**src/rtl/reloj_soc_time_logger.sv**
```systemverilog
// BCD hh:mm:ss clock with a once-per-second timestamp logger.
// Each tick writes {seq, time} into a circular RAM buffer through an
// Avalon-MM write master. The block only ever writes to the RAM.
module reloj_soc_time_logger #(
    parameter int TICK_DIV    = 50000000,
    parameter int ADDR_W      = 11,
    parameter int BASE_WORD   = 0,
    parameter int DEPTH_WORDS = 2048
) (
    input  logic              clk,
    input  logic              reset_n,
    input  logic              enable,
    input  logic              clear,
    input  logic              set_valid,
    input  logic [23:0]       set_time,
    output logic [23:0]       time_bcd,
    output logic              set_err,
    output logic [ADDR_W-1:0] avm_address,
    output logic              avm_chipselect,
    output logic              avm_write,
    output logic [3:0]        avm_byteenable,
    output logic [31:0]       avm_writedata,
    input  logic              avm_waitrequest,
    output logic [ADDR_W-1:0] wr_ptr,
    output logic              wrapped,
    output logic              overrun
);
    localparam int                CNT_W    = $clog2(TICK_DIV);
    localparam logic [CNT_W-1:0]  CNT_MAX  = CNT_W'(TICK_DIV - 1);
    localparam logic [ADDR_W-1:0] PTR_BASE = ADDR_W'(BASE_WORD);
    localparam logic [ADDR_W-1:0] PTR_LAST = ADDR_W'(BASE_WORD + DEPTH_WORDS - 1);

    typedef enum logic {S_IDLE, S_WRITE} state_e;

    state_e            state_q, state_d;
    logic [CNT_W-1:0]  cnt_q, cnt_d;
    logic [23:0]       time_q, time_d, time_inc;
    logic [7:0]        seq_q, seq_d;
    logic [ADDR_W-1:0] wr_ptr_q, wr_ptr_d;
    logic [ADDR_W-1:0] addr_q, addr_d;
    logic [31:0]       data_q, data_d;
    logic              write_q, write_d;
    logic [3:0]        be_q, be_d;
    logic              wrapped_q, wrapped_d;
    logic              overrun_q, overrun_d;
    logic              clr_pend_q, clr_pend_d;
    logic              set_err_q, set_err_d;
    logic              tick, set_ok, eff_tick;

    // A BCD byte is legal when its low digit is a decimal digit and the
    // whole byte does not exceed the field maximum (which bounds the high digit).
    function automatic logic fld_ok(input logic [7:0] v, input logic [7:0] max);
        return (v[3:0] <= 4'd9) && (v <= max);
    endfunction

    // One-second BCD increment with ss -> mm -> hh carries; hours wrap at 23.
    always_comb begin
        time_inc = time_q;
        if (time_q[3:0] != 4'd9) begin
            time_inc[3:0] = time_q[3:0] + 4'd1;
        end else begin
            time_inc[3:0] = 4'd0;
            if (time_q[7:4] != 4'd5) begin
                time_inc[7:4] = time_q[7:4] + 4'd1;
            end else begin
                time_inc[7:4] = 4'd0;
                if (time_q[11:8] != 4'd9) begin
                    time_inc[11:8] = time_q[11:8] + 4'd1;
                end else begin
                    time_inc[11:8] = 4'd0;
                    if (time_q[15:12] != 4'd5) begin
                        time_inc[15:12] = time_q[15:12] + 4'd1;
                    end else begin
                        time_inc[15:12] = 4'd0;
                        if (time_q[23:16] == 8'h23) begin
                            time_inc[23:16] = 8'h00;
                        end else if (time_q[19:16] == 4'd9) begin
                            time_inc[19:16] = 4'd0;
                            time_inc[23:20] = time_q[23:20] + 4'd1;
                        end else begin
                            time_inc[19:16] = time_q[19:16] + 4'd1;
                        end
                    end
                end
            end
        end
    end

    // Prescaler, time/set handling, and the write-master FSM next state.
    always_comb begin
        state_d    = state_q;
        cnt_d      = cnt_q;
        time_d     = time_q;
        seq_d      = seq_q;
        wr_ptr_d   = wr_ptr_q;
        addr_d     = addr_q;
        data_d     = data_q;
        write_d    = write_q;
        be_d       = be_q;
        wrapped_d  = wrapped_q;
        overrun_d  = overrun_q;
        clr_pend_d = clr_pend_q;

        tick      = enable && (cnt_q == CNT_MAX);
        set_ok    = set_valid && fld_ok(set_time[23:16], 8'h23) &&
                    fld_ok(set_time[15:8], 8'h59) && fld_ok(set_time[7:0], 8'h59);
        set_err_d = set_valid && !set_ok;
        // An accepted set swallows a coincident tick entirely.
        eff_tick  = tick && !set_ok;

        if (set_ok || tick) begin
            cnt_d = '0;
        end else if (enable) begin
            cnt_d = cnt_q + 1'b1;
        end

        if (set_ok) begin
            time_d = set_time;
        end else if (eff_tick) begin
            time_d = time_inc;
        end

        case (state_q)
            S_IDLE: begin
                // A clear (direct or deferred from a write) lands here; a
                // same-cycle tick then logs into the freshly cleared ring.
                if (clear || clr_pend_q) begin
                    wr_ptr_d   = PTR_BASE;
                    seq_d      = '0;
                    wrapped_d  = 1'b0;
                    overrun_d  = 1'b0;
                    clr_pend_d = 1'b0;
                end
                if (eff_tick) begin
                    state_d = S_WRITE;
                    write_d = 1'b1;
                    be_d    = 4'hF;
                    addr_d  = wr_ptr_d;
                    data_d  = {seq_d, time_inc};
                end
            end
            S_WRITE: begin
                if (eff_tick) overrun_d = 1'b1;
                if (clear) clr_pend_d = 1'b1;
                if (!avm_waitrequest) begin
                    seq_d   = seq_q + 8'd1;
                    state_d = S_IDLE;
                    write_d = 1'b0;
                    be_d    = 4'h0;
                    if (wr_ptr_q == PTR_LAST) begin
                        wr_ptr_d  = PTR_BASE;
                        wrapped_d = 1'b1;
                    end else begin
                        wr_ptr_d = wr_ptr_q + 1'b1;
                    end
                end
            end
            default: state_d = S_IDLE;
        endcase
    end

    // State registers; reset clears the bus outputs asynchronously.
    always_ff @(posedge clk or negedge reset_n) begin
        if (!reset_n) begin
            state_q    <= S_IDLE;
            cnt_q      <= '0;
            time_q     <= '0;
            seq_q      <= '0;
            wr_ptr_q   <= PTR_BASE;
            addr_q     <= '0;
            data_q     <= '0;
            write_q    <= 1'b0;
            be_q       <= 4'h0;
            wrapped_q  <= 1'b0;
            overrun_q  <= 1'b0;
            clr_pend_q <= 1'b0;
            set_err_q  <= 1'b0;
        end else begin
            state_q    <= state_d;
            cnt_q      <= cnt_d;
            time_q     <= time_d;
            seq_q      <= seq_d;
            wr_ptr_q   <= wr_ptr_d;
            addr_q     <= addr_d;
            data_q     <= data_d;
            write_q    <= write_d;
            be_q       <= be_d;
            wrapped_q  <= wrapped_d;
            overrun_q  <= overrun_d;
            clr_pend_q <= clr_pend_d;
            set_err_q  <= set_err_d;
        end
    end

    assign time_bcd       = time_q;
    assign set_err        = set_err_q;
    assign avm_address    = addr_q;
    assign avm_chipselect = write_q;
    assign avm_write      = write_q;
    assign avm_byteenable = be_q;
    assign avm_writedata  = data_q;
    assign wr_ptr         = wr_ptr_q;
    assign wrapped        = wrapped_q;
    assign overrun        = overrun_q;
endmodule

```
**config.mk**
```make
export PLATFORM = sky130hd
export DESIGN_NAME = reloj_soc_time_logger
export DESIGN_NICKNAME = d
export VERILOG_FILES = /design/src/rtl/reloj_soc_time_logger.sv
export SDC_FILE = /design/constraint.sdc
export NUM_CORES = 1
export LEC_CHECK = 0
export BUFFER_PORTS_ARGS = -buffer_cell sky130_fd_sc_hd__buf_2
export CORE_MARGIN = 2
export CORE_UTILIZATION = 50
export DETAILED_ROUTE_END_ITERATION = 10
export GPL_TIMING_DRIVEN = 0
export PLACE_DENSITY = 0.79
export SYNTH_ARGS = -nofsm -noshare
export SYNTH_HDL_FRONTEND = slang
export SYNTH_SLANG_ARGS = --single-unit
```
**constraint.sdc**
```tcl
create_clock -name clk -period 3.35 [get_ports clk]
set_input_delay 0.1675 -clock clk [delete_from_list [all_inputs] [get_ports clk]]
set_output_delay 0.1675 -clock clk [all_outputs]
set_load 0.02 [all_outputs]
```
==> results of run 1 <==
[power groups by stage]
| stage | Clock (uW) | Sequential [uW] | Combinational, uW |
|---|---|---|---|
| global route | 1860 | 1600 | 396 |
| global placement | 0 | 1600 | 323 |
| CTS | 1790 | 1580 | 355 |
| detailed placement | 0 | 1610 | 340 |
| finish | 1780 | 1590 | 354 |
| floorplan | 0 | 1620 | 181 |
[Yosys cell counts (4+ instances only)]
master      n  area share [%]
a21oi_1    27             2.2
a31oi_1    14             1.4
and3_1      6            0.62
buf_2       4            0.33
buf_4       6            0.74
clkbuf_1   29             1.8
dfrtp_1   118              49
ha_1        7             1.4
inv_1      13            0.81
mux2i_1    10             1.7
nand2_1   103             6.4
nand2b_1    7            0.72
nand3_1    30             2.5
nand4_1    15             1.5
nor2_1     60             3.7
nor2b_1     4            0.41
nor3_1     15             1.2
nor3b_1     6            0.74
nor4_1      8            0.83
nor4b_1     4            0.58
o21ai_0    74             6.1
o31ai_1     7            0.87
or3_1       5            0.52
xnor2_1    15             2.2
xor2_1     26             3.8
[area by class of cell]
| class | count | area [um2] |
|---|---|---|
| Fill cell | 982 | 4390 |
| Sequential cell | 118 | 2950 |
| Multi-Input combinational cell | 494 | 2850 |
| Timing Repair Buffer | 125 | 699 |
| Clock buffer | 20 | 447 |
| Buffer | 43 | 211 |
| Tap cell | 147 | 184 |
| Clock inverter | 12 | 130 |
| Inverter | 13 | 48.8 |
[kinds of logic (layout without fill, tap and decap cells)]
| kind of cell | Yosys count | after routing | synth area share [%] |
|---|---|---|---|
| AOI/OAI and AO/OA | 142 | 142 | 13.5 |
| xor gates and xnor gates | 41 | 41 | 5.92 |
| buffers and inverters | 56 | 213 | 4.29 |
| and+or+nand+nor | 292 | 292 | 24.1 |
| adders and majority gates | 7 | 7 | 1.44 |
| DFF | 118 | 118 | 48.7 |
| muxes | 12 | 12 | 2.02 |
[worst min-delay path, cell delays in order]
cell and delay, ns:
buf_2 0.09, nor2_1 0.04, a21oi_1 0.10
[registers in the layout, indices dropped and copies added, names as in the netlist]
register / count
avm_address: 11
avm_byteenable: 1
avm_writedata: 32
clr_pend_q: 1
cnt_q: 26
overrun: 1
seq_q: 8
set_err: 1
state_q: 1
time_bcd: 24
wr_ptr: 11
wrapped: 1
[final timing paths]
| path | endpoint | slack (ns) | cells after the start |
|---|---|---|---|
| worst max-delay path | avm_address[6] | 0.38 | 9 |
| min in group asynchronous | time_bcd[21] | 0.24 | 2 |
| max in group asynchronous | avm_address[9] | 2.41 | 3 |
| worst min register to register | avm_writedata[30] | 0.47 | 2 |
| worst min-delay path | time_bcd[1] | 0.02 | 3 |
| worst max register to register | avm_address[6] | 0.55 | 8 |
[metal layers]
layer	vias to the layer above	track usage, %	wire (um)	share of wire (%)
met1	2750	35.6	7070	42
met3	40	6.41	1240	7.4
met4	0	10.5	413	2.5
met2	273	43.4	8100	48
met5	-	0	0	0
li1	2630	-	-	-
[through the flow]
step | cell area [um2] | instances | setup slack, ns
after global placement | 6820 | 930 | 0.557
after floorplan | 6060 | 668 | 1.19
after CTS | 7520 | 972 | 0.432
final | 7520 | 972 | 0.381
after detailed placement | 6860 | 931 | 0.560
after global routing | 7520 | 972 | 0.198
[what timing repair did]
action	in CTS	in global routing
hold buffers	9	0
endpoints found under the hold margin	49	0
endpoints found under the setup margin	0	0
==> results.sh, run 1 <==
export IMPL_synth_area_um2=6060
export IMPL_period_needed_ns=2.97
export IMPL_timing_final_hold_violations=0
export IMPL_report_final_slew_viol_count=0
export IMPL_cp_startpoint="set_time[2]"
export IMPL_rows=40
export IMPL_ys_ff_latch=118
export IMPL_syn2layout_area_growth_pct=24.1
export IMPL_hold_path_class="in -> reg"
export IMPL_avgViaCountPerCell=5.86
export IMPL_clk_latency_ns=0.42
export IMPL_start_util_pct=50.9
export IMPL_route_detailed_drc=0
export IMPL_critPathCaptureType="flip-flop"
export IMPL_crit_path_cell_trace="dlygate4sd3_1 > buf_2 > o21ai_0 > nand4_1 > o2111ai_1 > clkbuf_1 > clkbuf_1 > nand2_1 > o21ai_0"
export IMPL_fin_util_pct=63.2
export IMPL_p_clk_share_pct=47.8
export IMPL_drt_pass1_iterations=6
export IMPL_ys_seq_area_share_pct=48.7
export IMPL_num_io_pins=117
export IMPL_cts_sink_count=118
export IMPL_syn_area_per_cell_um2=9.07
export IMPL_setup_tns_ns=0
export IMPL_max_freq_mhz=337
export IMPL_synth_cell_types=59
export IMPL_tightest_slew_ns=1.36
export IMPL_dr_total_vias=5693
export IMPL_async_reset_ff_share_pct=100
export IMPL_fp_dieH_um=114
export IMPL_final_period_utilization_pct=88.6
export IMPL_intPower_uw=2750
export IMPL_cp_num_buf_inv=4
export IMPL_rsz0062_at_grt="false"
export IMPL_cpMaxStageDelayCell="clkbuf_1"
export IMPL_cp_data_arrival_time_ns=3.28
export IMPL_slowest_delay_ns=0.65
export IMPL_drive_above_1_share_pct=20.7
export IMPL_swShare_pct=26.2
export IMPL_dieArea_um2=13000
export IMPL_startpoint_type="input port"
export IMPL_ys_flop_type="dfrtp_1"
export IMPL_crit_required_ns=3.67
export IMPL_antenna_found_initial=0
export IMPL_chipWidth_um=114
export IMPL_port_buffers=115
export IMPL_cts_htree_levels=4
export IMPL_numCtsBuffers=17
export IMPL_drt_iter0_drc=524
export IMPL_ir_worst_vdd_mv=0.260
export IMPL_power_leakage_uw=0.00347
export IMPL_worstPathMaxFanout=10
export IMPL_root_buffer="clkbuf_16"
export IMPL_maxCapViolations=0
export IMPL_cts_tree="yes"
export IMPL_clkSlewWorstSetupHoldPaths_ns=0.06
export IMPL_post_cts_resized=0
export IMPL_comb_power_share_pct=9.5
export IMPL_yosys_warnings=0
export IMPL_maxSlewHeadroom_pct=8.75
export IMPL_synth_nets=705
export IMPL_grt_use_total_pct=27.0
export IMPL_path_delay_family="buffers and inverters"
export IMPL_syn_instance_count=668
export IMPL_max_clock_path_buffers=2
export IMPL_status="finished clean"
export IMPL_post_cts_repair_setup_buffers=0
export IMPL_final_cell_mix="buf_2, dfrtp_1, nand2_1"
export IMPL_grt_max_degree=78
export IMPL_final_nets=849
export IMPL_core_um2=11900
export IMPL_grt_pass1_vias=5536
export IMPL_overflow=0
export IMPL_r2r_start="cnt_q[13]"
export IMPL_p_per_area_nw_per_um2=495
export IMPL_ant_nets=0
export IMPL_final_setup_skew_ns=0.00913
export IMPL_dp_hpwl_um=11400
export IMPL_p_seq_share_pct=42.7
export IMPL_place_gp_congestion=0.934
export IMPL_finalPower_uw=3720
export IMPL_min_delay_start="set_time[1]"
export IMPL_setup_viol=0
export IMPL_synth_edff_count=0
export IMPL_grt_pass1_wl_um=27600
export IMPL_path_class="in -> reg"
export IMPL_timing_hold_ws_ns=0.0171
export IMPL_antenna_cells=0
export IMPL_switching_power_uw=974
export IMPL_wl_per_cell_um=17.3
export IMPL_detail_route_wirelength_um=16800
No activity file was read; power rests on OpenSTA's default activity.
==> run 2: changes to the inputs <==
--- a/config.mk
+++ b/config.mk
@@ -5,12 +5,14 @@
 export SDC_FILE = /design/constraint.sdc
 export NUM_CORES = 1
 export LEC_CHECK = 0
+export ABC_AREA = 1
 export BUFFER_PORTS_ARGS = -buffer_cell sky130_fd_sc_hd__buf_2
 export CORE_MARGIN = 2
 export CORE_UTILIZATION = 50
+export CTS_CLUSTER_DIAMETER = 30
 export DETAILED_ROUTE_END_ITERATION = 10
 export GPL_TIMING_DRIVEN = 0
-export PLACE_DENSITY = 0.79
+export PLACE_DENSITY = 0.78
 export SYNTH_ARGS = -nofsm -noshare
 export SYNTH_HDL_FRONTEND = slang
 export SYNTH_SLANG_ARGS = --single-unit
==> results.sh, run 2 <==
export IMPL_dr_total_vias=6360
export IMPL_yosys_warnings=0
export IMPL_startpoint_type="flip-flop"
export IMPL_crit_path_cell_trace="buf_2 > nand2_1 > nor2_4 > nand2_2 > nor2_2 > nand2_1 > o21ai_1 > inv_1 > nand2_1 > nand2_1"
export IMPL_rows=42
export IMPL_seq_area_um2=2950
export IMPL_hold_path_class="in -> reg"
export IMPL_synth_top_cell_area_share_pct=44.1
export IMPL_fp_dieH_um=120
export IMPL_yosysTopAreaCell="dfrtp_1"
export IMPL_tightest_slew_ns=0.588
export IMPL_synth_cell_types=41
export IMPL_syn2layout_area_growth_pct=23.6
export IMPL_final_common_cell="nand2_1"
export IMPL_syn_instance_count=887
export IMPL_p_per_area_nw_per_um2=484
export IMPL_ys_flop_type="dfrtp_1"
export IMPL_core_um2=13100
export IMPL_r2r_start="time_bcd[0]"
export IMPL_grt_use_total_pct=25.8
export IMPL_crit_required_ns=3.66
export IMPL_maxCapViolations=0
export IMPL_r2r_cells=10
export IMPL_drt_pass1_iterations=5
export IMPL_synth_nets=924
export IMPL_cts_htree_levels=4
export IMPL_antenna_found_initial=0
export IMPL_synthTopCellsByCount="nand2_1, dfrtp_1, inv_1"
export IMPL_max_clock_path_buffers=2
export IMPL_port_buffers=115
export IMPL_hold_depth=3
export IMPL_nFillCells=1186
export IMPL_ir_worst_vdd_mv=0.348
export IMPL_dieArea_um2=14300
export IMPL_max_freq_mhz=491
export IMPL_setup_tns_ns=0
export IMPL_synth_area_um2=6700
export IMPL_cts_sink_count=118
export IMPL_placedInstanceArea_um2=7520
export IMPL_multi_input_area_um2=3150
export IMPL_syn_area_per_cell_um2=7.55
export IMPL_report_final_slew_viol_count=0
export IMPL_numCtsBuffers=17
export IMPL_grt_max_degree=83
export IMPL_reg2reg_slack_ns=1.31
export IMPL_place_gp_congestion=0.907
export IMPL_chipWidth_um=120
export IMPL_drt_iter0_drc=493
export IMPL_grt_pass1_wl_um=29200
export IMPL_final_cell_mix="nand2_1, buf_2, dfrtp_1"
export IMPL_avgViaCountPerCell=5.20
export IMPL_wl_per_cell_um=14.5
export IMPL_root_buffer="clkbuf_16"
export IMPL_synth_area_leaders="dfrtp_1, nand2_1, inv_1"
export IMPL_synth_edff_count=0
export IMPL_cp_data_arrival_time_ns=2.35
export IMPL_min_delay_start="set_time[5]"
export IMPL_ys_seq_area_share_pct=44.1
export IMPL_rsz0062_at_grt="false"
export IMPL_post_cts_resized=0
export IMPL_final_nets=1070
export IMPL_clk_latency_ns=0.41
export IMPL_final_setup_skew_ns=0.00842
export IMPL_ys_ff_latch=118
export IMPL_route_detailed_drc=0
export IMPL_final_period_utilization_pct=60.7
export IMPL_overflow=0
export IMPL_timing_final_hold_violations=0
export IMPL_power_leakage_uw=0.00436
export IMPL_worstPathMaxFanout=9
export IMPL_antenna_cells=0
export IMPL_yosysMostFrequentCell="nand2_1"
export IMPL_detail_route_wirelength_um=17700
export IMPL_slowest_delay_ns=0.39
export IMPL_path_class="reg -> reg"
export IMPL_ant_nets=0
export IMPL_dp_hpwl_um=12600
export IMPL_final_area_um2=8280
export IMPL_whs_endpoint="time_bcd[5]"
export IMPL_reg2reg_to="time_bcd[16]"
export IMPL_cpMaxStageDelayCell="dfrtp_1"
export IMPL_largest_reg_flops=32
export IMPL_grt_pass1_vias=5906
export IMPL_worst_path_most_repeated_cell="nand2_1"
export IMPL_num_io_pins=117
export IMPL_drive_above_1_share_pct=22.0
export IMPL_maxSlewHeadroom_pct=60.7
export IMPL_status="finished clean"
export IMPL_async_reset_ff_share_pct=100
export IMPL_clkSlewWorstSetupHoldPaths_ns=0.06
export IMPL_cts_tree="yes"
export IMPL_period_needed_ns=2.04
export IMPL_critPathCaptureType="flip-flop"
export IMPL_start_util_pct=51.0
export IMPL_setup_viol=0
## run 2: repair_timing
action | in CTS | in global routing
hold buffers | 11 | 0
endpoints found under the hold margin | 46 | 0
buffers inserted | 0 | 0
## run 2: routing by layer
metal	share of wire [%]	wire length, um	vias up	track usage, %
li1	-	-	3153	-
met1	46	8060	2970	35.2
met2	45	8020	206	39.7
met3	7.0	1240	31	6.80
met4	2.2	388	0	9.26
met5	0	0	-	0
## run 2: critical path: cells and delay by family (launching register included)
family,cells,cell delay [ns]
AO/OA/AOI/OAI,1,0.31
buffers and inverters,2,0.28
flip-flops,1,0.39
AND/OR/NAND/NOR,7,0.95
## run 2: stage by stage
step	util, %	worst slack (ns)	hold slack (ns)	total power (uW)	std cells
after CTS	63.0	1.33	0.00606	4020	1222
after global placement	57.0	0.603	0.387	2010	1178
after detailed placement	57.3	1.34	0.0913	2020	1179
after global routing	63.0	1.12	0.0291	4160	1222
after floorplan	-	1.69	-0.128	1880	887
final	63.0	1.31	0.0191	4000	1222
## run 2: how the worst max path moves through the flow
| stage | start | to |
|---|---|---|
| 2_1_floorplan | time_bcd[16] | avm_writedata[22] |
| 3_3_place_gp | reset_n | avm_address[7] |
| 3_5_place_dp | time_bcd[0] | avm_writedata[20] |
| 4_1_cts | time_bcd[0] | time_bcd[20] |
| 5_1_grt | time_bcd[0] | time_bcd[20] |
| 6_report | time_bcd[0] | time_bcd[16] |
## run 2: kinds of logic (layout without fill, tap and decap cells)
group                    after synthesis  in the layout  share of synthesized area, %
adder cells (fa/ha/maj)                7              7                          1.31
buffers and inverters                131            290                          8.88
AND/OR/NAND/NOR                      522            522                          35.1
flip-flops                           118            118                          44.1
XOR/XNOR                              13             13                          1.70
AO/OA/AOI/OAI                         96             96                          8.91
## run 2: layout make-up
class / count / share of cell area (%)
sequential: 118 / 35.7
clock inverter: 9 / 2.09
tap: 176 / 2.66
inverter: 102 / 4.63
timing repair buffer: 127 / 8.69
buffer: 29 / 2.56
clock buffer: 23 / 5.65
multi-input combinational: 638 / 38.0
## run 2: report_power, final
| part | total, uW | leakage, uW | internal, uW | switching, uW |
|---|---|---|---|---|
| Combinational | 414 | 0.00248 | 154 | 260 |
| Sequential | 1600 | 0.00157 | 1510 | 94.9 |
| Clock | 1990 | 0.000311 | 1350 | 633 |
